===== config.mk =====
export PLATFORM = sky130hd
export DESIGN_NAME = relin_tile_collector
export DESIGN_NICKNAME = d
export VERILOG_FILES = /design/src/rtl/relin_tile_collector.sv
export SDC_FILE = /design/constraint.sdc
export NUM_CORES = 1
export LEC_CHECK = 0
export CAP_MARGIN = 20
export CORE_UTILIZATION = 40
export DETAILED_ROUTE_END_ITERATION = 7
export SLEW_MARGIN = 20
export SYNTH_ARGS = -nofsm -noshare
export SYNTH_HDL_FRONTEND = slang
export SYNTH_SLANG_ARGS = --single-unit

===== constraint.sdc =====
create_clock -name clk -period 12.65 [get_ports clk]
set_input_delay 1.265 -clock clk [delete_from_list [all_inputs] [get_ports clk]]
set_output_delay 1.265 -clock clk [all_outputs]
set_load 0.01 [all_outputs]

===== src/rtl/relin_tile_collector.sv =====
// Adds relin output tiles to the latched c0/c1 ciphertext mod Q and queues the results for a valid/ready sink.
// Latency 2 cycles valid_i->valid_o; never stalls upstream (overflow drops); RELIN_COLLECT_RANGE_CHECK_EN adds operand range checks.
module relin_tile_fifo #(
    parameter int W     = 8,
    parameter int DEPTH = 4
) (
    input  logic         clk,
    input  logic         rst,
    input  logic         push_vld,
    input  logic [W-1:0] push_dat,
    output logic         push_drop,
    input  logic         pop_rdy,
    output logic         head_vld,
    output logic [W-1:0] head_dat
);
    localparam int AW = (DEPTH > 1) ? $clog2(DEPTH) : 1;

    logic [DEPTH-1:0][W-1:0] mem_q, mem_d;
    logic [AW-1:0]           wr_ptr_q, wr_ptr_d, rd_ptr_q, rd_ptr_d;
    logic [AW:0]             cnt_q, cnt_d;
    logic                    full, pop, wr;

    assign full      = (cnt_q == (AW+1)'(DEPTH));
    assign head_vld  = (cnt_q != '0);
    assign pop       = head_vld & pop_rdy;
    // A full FIFO still accepts a push when the head leaves in the same cycle.
    assign wr        = push_vld & (~full | pop);
    assign push_drop = push_vld & full & ~pop;
    assign head_dat  = mem_q[rd_ptr_q];

    always_comb begin
        mem_d    = mem_q;
        wr_ptr_d = wr_ptr_q;
        rd_ptr_d = rd_ptr_q;
        if (wr) begin
            mem_d[wr_ptr_q] = push_dat;
            wr_ptr_d        = wr_ptr_q + AW'(1);
        end
        if (pop) begin
            rd_ptr_d = rd_ptr_q + AW'(1);
        end
        cnt_d = cnt_q + (AW+1)'(wr) - (AW+1)'(pop);
    end

    always_ff @(posedge clk) begin
        if (rst) begin
            wr_ptr_q <= '0;
            rd_ptr_q <= '0;
            cnt_q    <= '0;
        end else begin
            wr_ptr_q <= wr_ptr_d;
            rd_ptr_q <= rd_ptr_d;
            cnt_q    <= cnt_d;
        end
    end

    always_ff @(posedge clk) begin
        mem_q <= mem_d;
    end
endmodule

module relin_tile_collector #(
    parameter int DATA_WIDTH = 8,
    parameter int TILE_N     = 4,
    parameter int DEGREE_N   = 16,
    parameter int MODULUS    = 97,
    parameter int FIFO_DEPTH = 4,
    localparam int NUM_TILES = DEGREE_N / TILE_N,
    localparam int IDX_W     = (NUM_TILES > 1) ? $clog2(NUM_TILES) : 1
) (
    input  logic                           clk,
    input  logic                           rst,
    input  logic                           start_i,
    input  logic [DEGREE_N*DATA_WIDTH-1:0] c0_i,
    input  logic [DEGREE_N*DATA_WIDTH-1:0] c1_i,
    input  logic                           valid_i,
    input  logic [TILE_N*DATA_WIDTH-1:0]   c0_coeff_i,
    input  logic [TILE_N*DATA_WIDTH-1:0]   c1_coeff_i,
    output logic                           busy_o,
    output logic                           valid_o,
    input  logic                           ready_i,
    output logic [TILE_N*DATA_WIDTH-1:0]   c0_o,
    output logic [TILE_N*DATA_WIDTH-1:0]   c1_o,
    output logic [IDX_W-1:0]               tile_idx_o,
    output logic                           last_o,
    output logic                           done_o,
    output logic [2:0]                     err_o
);
    localparam logic [DATA_WIDTH:0] MOD_EXT  = (DATA_WIDTH+1)'(MODULUS);
    localparam logic [IDX_W-1:0]    LAST_IDX = IDX_W'(NUM_TILES - 1);

    typedef logic [TILE_N-1:0][DATA_WIDTH-1:0] tile_dat_t;
    typedef enum logic [1:0] {S_IDLE, S_COLLECT, S_DRAIN} state_t;
    typedef struct packed {
        logic             last;
        logic [IDX_W-1:0] idx;
        tile_dat_t        c1;
        tile_dat_t        c0;
    } tile_t;

    state_t                         state_q, state_d;
    logic [IDX_W-1:0]               tile_cnt_q, tile_cnt_d;
    logic [NUM_TILES-1:0][TILE_N-1:0][DATA_WIDTH-1:0] c0_lat_q, c0_lat_d, c1_lat_q, c1_lat_d;
    logic                           stg_vld_q, stg_vld_d;
    tile_t                          stg_q, stg_d;
    logic                           done_q, done_d;
    logic [2:0]                     err_q, err_d;

    tile_dat_t c0_coeff_t, c1_coeff_t, c0_tile, c1_tile, sum0, sum1;
    tile_t     head;
    logic      head_vld, push_drop, pop, accept, range_err;

    assign c0_coeff_t = c0_coeff_i;
    assign c1_coeff_t = c1_coeff_i;
    assign c0_tile    = c0_lat_q[tile_cnt_q];
    assign c1_tile    = c1_lat_q[tile_cnt_q];
    assign accept     = (state_q == S_COLLECT) & valid_i;

    // Operands are below Q, so one conditional subtract fully reduces the sum.
    for (genvar gi = 0; gi < TILE_N; gi++) begin : g_add
        logic [DATA_WIDTH:0] s0, s1;
        assign s0 = {1'b0, c0_coeff_t[gi]} + {1'b0, c0_tile[gi]};
        assign s1 = {1'b0, c1_coeff_t[gi]} + {1'b0, c1_tile[gi]};
        assign sum0[gi] = (s0 >= MOD_EXT) ? DATA_WIDTH'(s0 - MOD_EXT) : s0[DATA_WIDTH-1:0];
        assign sum1[gi] = (s1 >= MOD_EXT) ? DATA_WIDTH'(s1 - MOD_EXT) : s1[DATA_WIDTH-1:0];
    end

`ifdef RELIN_COLLECT_RANGE_CHECK_EN
    logic [TILE_N-1:0] ovr;
    for (genvar gi = 0; gi < TILE_N; gi++) begin : g_rng
        assign ovr[gi] = ({1'b0, c0_coeff_t[gi]} >= MOD_EXT) | ({1'b0, c1_coeff_t[gi]} >= MOD_EXT) |
                         ({1'b0, c0_tile[gi]} >= MOD_EXT)    | ({1'b0, c1_tile[gi]} >= MOD_EXT);
    end
    assign range_err = accept & (|ovr);
`else
    assign range_err = 1'b0;
`endif

    relin_tile_fifo #(
        .W     ($bits(tile_t)),
        .DEPTH (FIFO_DEPTH)
    ) u_fifo (
        .clk       (clk),
        .rst       (rst),
        .push_vld  (stg_vld_q),
        .push_dat  (stg_q),
        .push_drop (push_drop),
        .pop_rdy   (ready_i),
        .head_vld  (head_vld),
        .head_dat  (head)
    );

    assign pop = head_vld & ready_i;

    always_comb begin
        state_d    = state_q;
        tile_cnt_d = tile_cnt_q;
        c0_lat_d   = c0_lat_q;
        c1_lat_d   = c1_lat_q;
        stg_vld_d  = accept;
        stg_d      = stg_q;
        done_d     = 1'b0;
        err_d      = err_q | {range_err, valid_i & (state_q != S_COLLECT), push_drop};
        if (accept) begin
            stg_d.c0   = sum0;
            stg_d.c1   = sum1;
            stg_d.idx  = tile_cnt_q;
            stg_d.last = (tile_cnt_q == LAST_IDX);
        end
        case (state_q)
            S_IDLE: begin
                if (start_i) begin
                    c0_lat_d   = c0_i;
                    c1_lat_d   = c1_i;
                    tile_cnt_d = '0;
                    state_d    = S_COLLECT;
                end
            end
            S_COLLECT: begin
                // Dropped tiles still advance the counter so tile framing is preserved.
                if (valid_i) begin
                    if (tile_cnt_q == LAST_IDX) begin
                        tile_cnt_d = '0;
                        state_d    = S_DRAIN;
                    end else begin
                        tile_cnt_d = tile_cnt_q + IDX_W'(1);
                    end
                end
            end
            S_DRAIN: begin
                if (pop && head.last) begin
                    state_d = S_IDLE;
                    done_d  = 1'b1;
                end
            end
            default: state_d = S_IDLE;
        endcase
    end

    always_ff @(posedge clk) begin
        if (rst) begin
            state_q    <= S_IDLE;
            tile_cnt_q <= '0;
            stg_vld_q  <= 1'b0;
            stg_q      <= '0;
            done_q     <= 1'b0;
            err_q      <= '0;
        end else begin
            state_q    <= state_d;
            tile_cnt_q <= tile_cnt_d;
            stg_vld_q  <= stg_vld_d;
            stg_q      <= stg_d;
            done_q     <= done_d;
            err_q      <= err_d;
        end
    end

    always_ff @(posedge clk) begin
        c0_lat_q <= c0_lat_d;
        c1_lat_q <= c1_lat_d;
    end

    // Outputs are forced to zero while empty so stale FIFO contents never show.
    assign busy_o     = (state_q != S_IDLE);
    assign valid_o    = head_vld;
    assign c0_o       = head_vld ? head.c0 : '0;
    assign c1_o       = head_vld ? head.c1 : '0;
    assign tile_idx_o = head_vld ? head.idx : '0;
    assign last_o     = head_vld & head.last;
    assign done_o     = done_q;
    assign err_o      = err_q;
endmodule


==> flow_summary.toml, run 1 <==
[clocking]
ctsHoldBuffers = 0
post_cts_resized = 0
clockBufferDepth = 3
clkLatencyLatePin_ps = 600
clock_sinks = 606
cts_buffers = 67
cts_root_buf = "clkbuf_16"
clk_pin_slew_ps = 60
post-cts-setup-buffers = 0
cts_tree = "done"
htreeDepth = 3

[grt]
grt_use_total_pct = 19.0
antenna_found_initial = 6
grt_max_degree = 169
grt_pass1_vias = 16200
grt_pass1_wl_microns = 97000
overflow = 0

[floorplan]
io-pin-count = 398
core_sq_mm = 0.0660
die_area_sq_mm = 0.0680
die_w_microns = 261
die_y_microns = 261
row_count = 94
start_util_pct = 40.6

[sta]
period_minus_slack_ps = 5000
setup_viol_count_final = 0
worstMarginPinSlew_ps = 1080
hold_viol = 0
setup_tns_ps = 0
rsz0062_at_grt = "false"
fin_crit_sh_pct = 39.6
max_slew_margin_pct = 28.0
final_max_slew_viol_count = 0
max_freq_mhz = 200
clock_skew_ps = 25.7

[hold_path]
min_path_type = "register to register"
hold_end = "err_o[1]"
hold_depth = 2
min_from = "err_o[1]"

[route]
avgViaCountPerCell = 5.39
vias = 16400
drc = 16
first_pass_iters = 8
antenna_left = 0
finalWirelength_microns = 65000
drtIter0Drc = 995
post_drt_wl_per_cell_microns = 21.4

[worst_setup_path]
r2r-start = "tile_cnt_q[0]"
r2r_slack_ps = 7650
rr_worst_depth = 10
cpLargestDelayFamily = "compound AO/OA/AOI/OAI gates"
critPathArrivalTime_ps = 5470
reg2reg_to = "stg_q[44]"
cpPeakStageDelay_ps = 850
path_class = "register to register"
endpoint_kind = "register"
path_cells = "buf_4 -> mux4_2 -> ha_1 -> inv_1 -> fa_1 -> ha_1 -> or4_1 -> a21oi_1 -> nor4_1 -> a311o_1"
slowest_stage = "dfxtp_4"
cp_max_fo = 36
required_ps = 13110
cpMostUsedCell = "ha_1"
critPathLaunchType = "register"
cp_num_buf_inv = 2

[logic_synthesis]
ys_seq_area_share_pct = 64.8
synth_edf_count = 524
ys_types = 79
synth-main-ff-cell = "edfxtp_1"
synth_cells = 1705
synth-seq-cells = 606
synth_area_per_cell_sq_um = 15.7
syn-cell-area_sq_mm = 0.0268
yosysWarnings = 0
postSynth.asyncResetShare_pct = 0
syn_nets = 2126

[placed_design]
dp_cells = 2904
io_buffers = 396
gp_congestion = 0.818
post-dp-hpwl_microns = 45000

[finish]
final_cell_mix = "edfxtp_1 (524), clkdlybuf4s50_1 (395), mux4_2 (131), ha_1 (87), dfxtp_1 (78)"
final_common_cell = "edfxtp_1"
layoutNonFillerInstCount = 3033
syn2layout_area_growth_pct = 26.6
fin_nets = 2532
final_util_pct = 51.4
layout-drive-gt1-share_pct = 13.0

[status]
violations = "design-rule violations"
status = "finished, violations left"

[power]
ir_worst_vdd_uv = 82.5
power.density_mw_per_mm2 = 163
power_leakage_nw = 11.5

[run]
cap_violations = 0
worst max-delay path by stage:
| stage | slack [ps] | start | cells past startpoint | to |
|---|---|---|---|---|
| finish | 7650 | tile_cnt_q[0] | 10 | stg_q[44] |
| global route | 7250 | tile_cnt_q[0] | 12 | stg_q[44] |
| CTS | 7570 | tile_cnt_q[0] | 10 | stg_q[44] |
| detailed placement | 7590 | tile_cnt_q[0] | 10 | stg_q[44] |
| global placement | 7730 | tile_cnt_q[0] | 10 | stg_q[44] |
| floorplan | 4030 | start_i | 5 | tile_cnt_q[1] |
cell usage after synthesis (all sizes together), types with 16 or more instances:
cell type  count  area, sq um
a21oi         55          275
and2          76          475
clkbuf        51          191
or3           26          164
nor2          75          282
a311oi        16          140
buf           22          105
a31oi         22          138
o21ai         63          315
nor4          17          106
nand2         33          124
mux4         131         2950
inv           60          225
dfxtp         82         1640
xnor2         17          149
ha            87         1090
xor2          25          219
nor3          37          185
nand3         37          185
edfxtp       524        15700
worst reg2reg max path, stage by stage, from the launching register on:
cell and delay (ps):
dfxtp_4 850, buf_4 700, mux4_2 660, ha_1 200, inv_1 70, fa_1 470, ha_1 230, or4_1 530
a21oi_1 760, nor4_1 110, a311o_1 300
area by class of cell:
| type | count | area [sq um] |
|---|---|---|
| antenna | 4 | 10.0 |
| clock buffer | 82 | 1750 |
| clock inverter | 41 | 428 |
| fill | 5426 | 32000 |
| inverter | 61 | 229 |
| multi-input combinational | 965 | 8930 |
| sequential | 606 | 17400 |
| tap | 864 | 1080 |
| timing repair buffer | 410 | 4110 |
per-stage QoR:
step	hold WS, ps	cell area, sq um	total power, mW	setup slack (ps)
2_1_floorplan	441	26800	3.10	4030
3_3_place_gp	452	31700	3.63	7730
3_5_place_dp	460	31700	3.65	7590
4_1_cts	474	33900	5.60	7570
5_1_grt	494	33900	5.77	7250
6_report	474	33900	5.53	7650
cell families after synthesis:
family / share of synthesized area [%]
and+or+nand+nor: 8.25
AOI/OAI and AO/OA: 7.49
DFF: 64.8
adders and majority gates: 4.73
muxes: 11.3
xor gates and xnor gates: 1.37
other: 0.0140
buffers and inverters: 1.96
layer usage:
layer	up-vias	global-route usage [%]	wire [microns]
li1	7632	-	-
met1	8195	26.6	29200
met2	429	29.4	30600
met3	100	3.92	3670
met4	6	6.37	1530
met5	-	0	31
sequential cells by signal, summed over array words and instances, names as in the netlist, 2 cells and up:
signal and flops:
c0_lat_q 128, c1_lat_q 128, err_o 2, state_q 2, stg_q 67, tile_cnt_q 2, u_fifo.cnt_q 3, u_fifo.mem_q 268
u_fifo.rd_ptr_q 2, u_fifo.wr_ptr_q 2
report_power, final:
| part | switching [mW] | internal [mW] |
|---|---|---|
| combinational | 0.572 | 0.645 |
| clock | 0.798 | 1.14 |
| sequential | 0.101 | 2.27 |
| total | 1.47 | 4.06 |
Note: power is estimated with default switching activity, not from simulation.
==> inputs of run 2 (changes only) <==
clock period = 4.55 ns   (was 12.65 ns; I/O delays follow)
==> run 2 against run 1 <==
- critical endpoint is now stg_q[4]
- first-iteration DRC count grew 4.2%
- via count is 0.60% lower
- sequential power grew to 2.8 times the previous value
- global-route usage is essentially flat
- clock power rose to 2.8 times the previous value
- the run still ends with design-rule violations left
- combinational power rose to 2.8 times the previous value
- die area did not move
- wire length grew 0.12%
- cell count grew 0.20%
- largest power group unchanged
- critical path depth up 1
- cell area increased by 0.55%
==> flow_summary.toml, run 2 (same netlist as run 1, synthesis figures left out) <==
[worst_setup_path]
rr_worst_depth = 11
required_ps = 5060
critPathArrivalTime_ps = 4510
cp_num_buf_inv = 2
critPathLaunchType = "register"
crit_cells = 11
cp_max_fo = 38
cpLargestDelayFamily = "compound AO/OA/AOI/OAI gates"
path_cells = "buf_12 -> buf_4 -> mux4_2 -> ha_1 -> o21ai_0 -> a21oi_1 -> o311ai_0 -> nand2_1 -> o211a_1 -> or3_1 -> a31oi_1"
endpoint_kind = "register"
cpPeakStageDelay_ps = 690
path_class = "register to register"
slowest_stage = "o311ai_0"

[route]
first_pass_iters = 7
vias = 16300
avgViaCountPerCell = 5.35
antenna_left = 0
finalWirelength_microns = 65100
post_drt_wl_per_cell_microns = 21.4
drc = 26
drtIter0Drc = 1037

[sta]
hold_ws_ps = 369
hold_viol = 0
setup_viol_count_final = 0
period_minus_slack_ps = 4010
fin_crit_sh_pct = 88.1
rsz0062_at_grt = "false"
max_freq_mhz = 250
clock_skew_ps = 22.6
worstMarginPinSlew_ps = 1110
final_max_slew_viol_count = 0
max_slew_margin_pct = 26.0

[finish]
final_common_cell = "edfxtp_1"
final_cell_mix = "edfxtp_1 (524), clkdlybuf4s50_1 (395), mux4_2 (131), ha_1 (87), dfxtp_1 (77)"
reg.largest.list = "u_fifo.mem_q (268), c0_lat_q (128), c1_lat_q (128)"
largest_reg_flops = 268
layout-drive-gt1-share_pct = 13.0
syn2layout_area_growth_pct = 27.3
final_area_sq_mm = 0.0341
regMostFlops = "u_fifo.mem_q"
fin_nets = 2541

[clocking]
ctsHoldBuffers = 0
clk_pin_slew_ps = 60
clkLatencyLatePin_ps = 590
cts_buffers = 67
htreeDepth = 3
post_cts_resized = 0
clock_sinks = 606
post-cts-setup-buffers = 0
cts_tree = "done"
clockBufferDepth = 3
cts_root_buf = "clkbuf_16"

[grt]
grt_pass1_vias = 16100
overflow = 0
antenna_found_initial = 6
grt_pass1_wl_microns = 96800
grt_max_degree = 124
grt_use_total_pct = 19.0

[power]
ir_worst_vdd_uv = 271
power.density_mw_per_mm2 = 456
power_leakage_nw = 11.6

[placed_design]
post-dp-hpwl_microns = 46300
gp_congestion = 0.840
placed_cell_area_sq_mm = 0.0319
io_buffers = 396

[floorplan]
die_w_microns = 261
start_util_pct = 40.6
die_y_microns = 261
io-pin-count = 398
core_sq_mm = 0.0660
die_area_sq_mm = 0.0680
row_count = 94

[status]
status = "finished, violations left"
violations = "design-rule violations"

[run]
cap_violations = 0

[hold_path]
min_path_type = "input port to register"
hold_depth = 2
-- run 2: final timing paths --
check,start,end,slack (ps)
worst max-delay path,tile_cnt_q[0],stg_q[4],540
worst min-delay path,rst,tile_cnt_q[1],370
worst max register to register,tile_cnt_q[0],stg_q[4],540
worst min register to register,state_q[1],state_q[0],460
-- run 2: metal layers --
metal / wire length, microns / global-route usage [%] / up-vias
li1: - / - / 7660
met1: 29800 / 27.2 / 8060
met2: 30500 / 29.6 / 460
met3: 3630 / 3.60 / 80
met4: 1120 / 5.30 / 4
met5: 27 / 0 / -
-- run 2: cell type report --
class,instances,area [sq um]
antenna,4,10.0
clock buffer,91,1870
clock inverter,29,378
fill,5432,31900
inverter,61,229
multi-input combinational,965,8930
sequential,606,17400
tap,864,1080
timing repair buffer,419,4230
-- run 2: stage by stage --
step | instances | setup slack (ps) | utilization [%] | total power [mW] | TNS (ps)
6_report | 3039 | 542 | 51.7 | 15.6 | 0
5_1_grt | 3037 | 238 | 51.7 | 16.2 | 0
4_1_cts | 3035 | 571 | 51.7 | 15.8 | 0
3_5_place_dp | 2915 | 587 | 48.3 | 10.2 | 0
3_3_place_gp | 2915 | 730 | 48.3 | 10.1 | 0
2_1_floorplan | 1705 | -366 | - | 8.60 | -68010
-- run 2: power breakdown --
part / total, mW / switching [mW] / internal, mW
logic: 3.46 / 1.64 / 1.82
clock network: 5.52 / 2.12 / 3.40
registers: 6.57 / 0.256 / 6.31
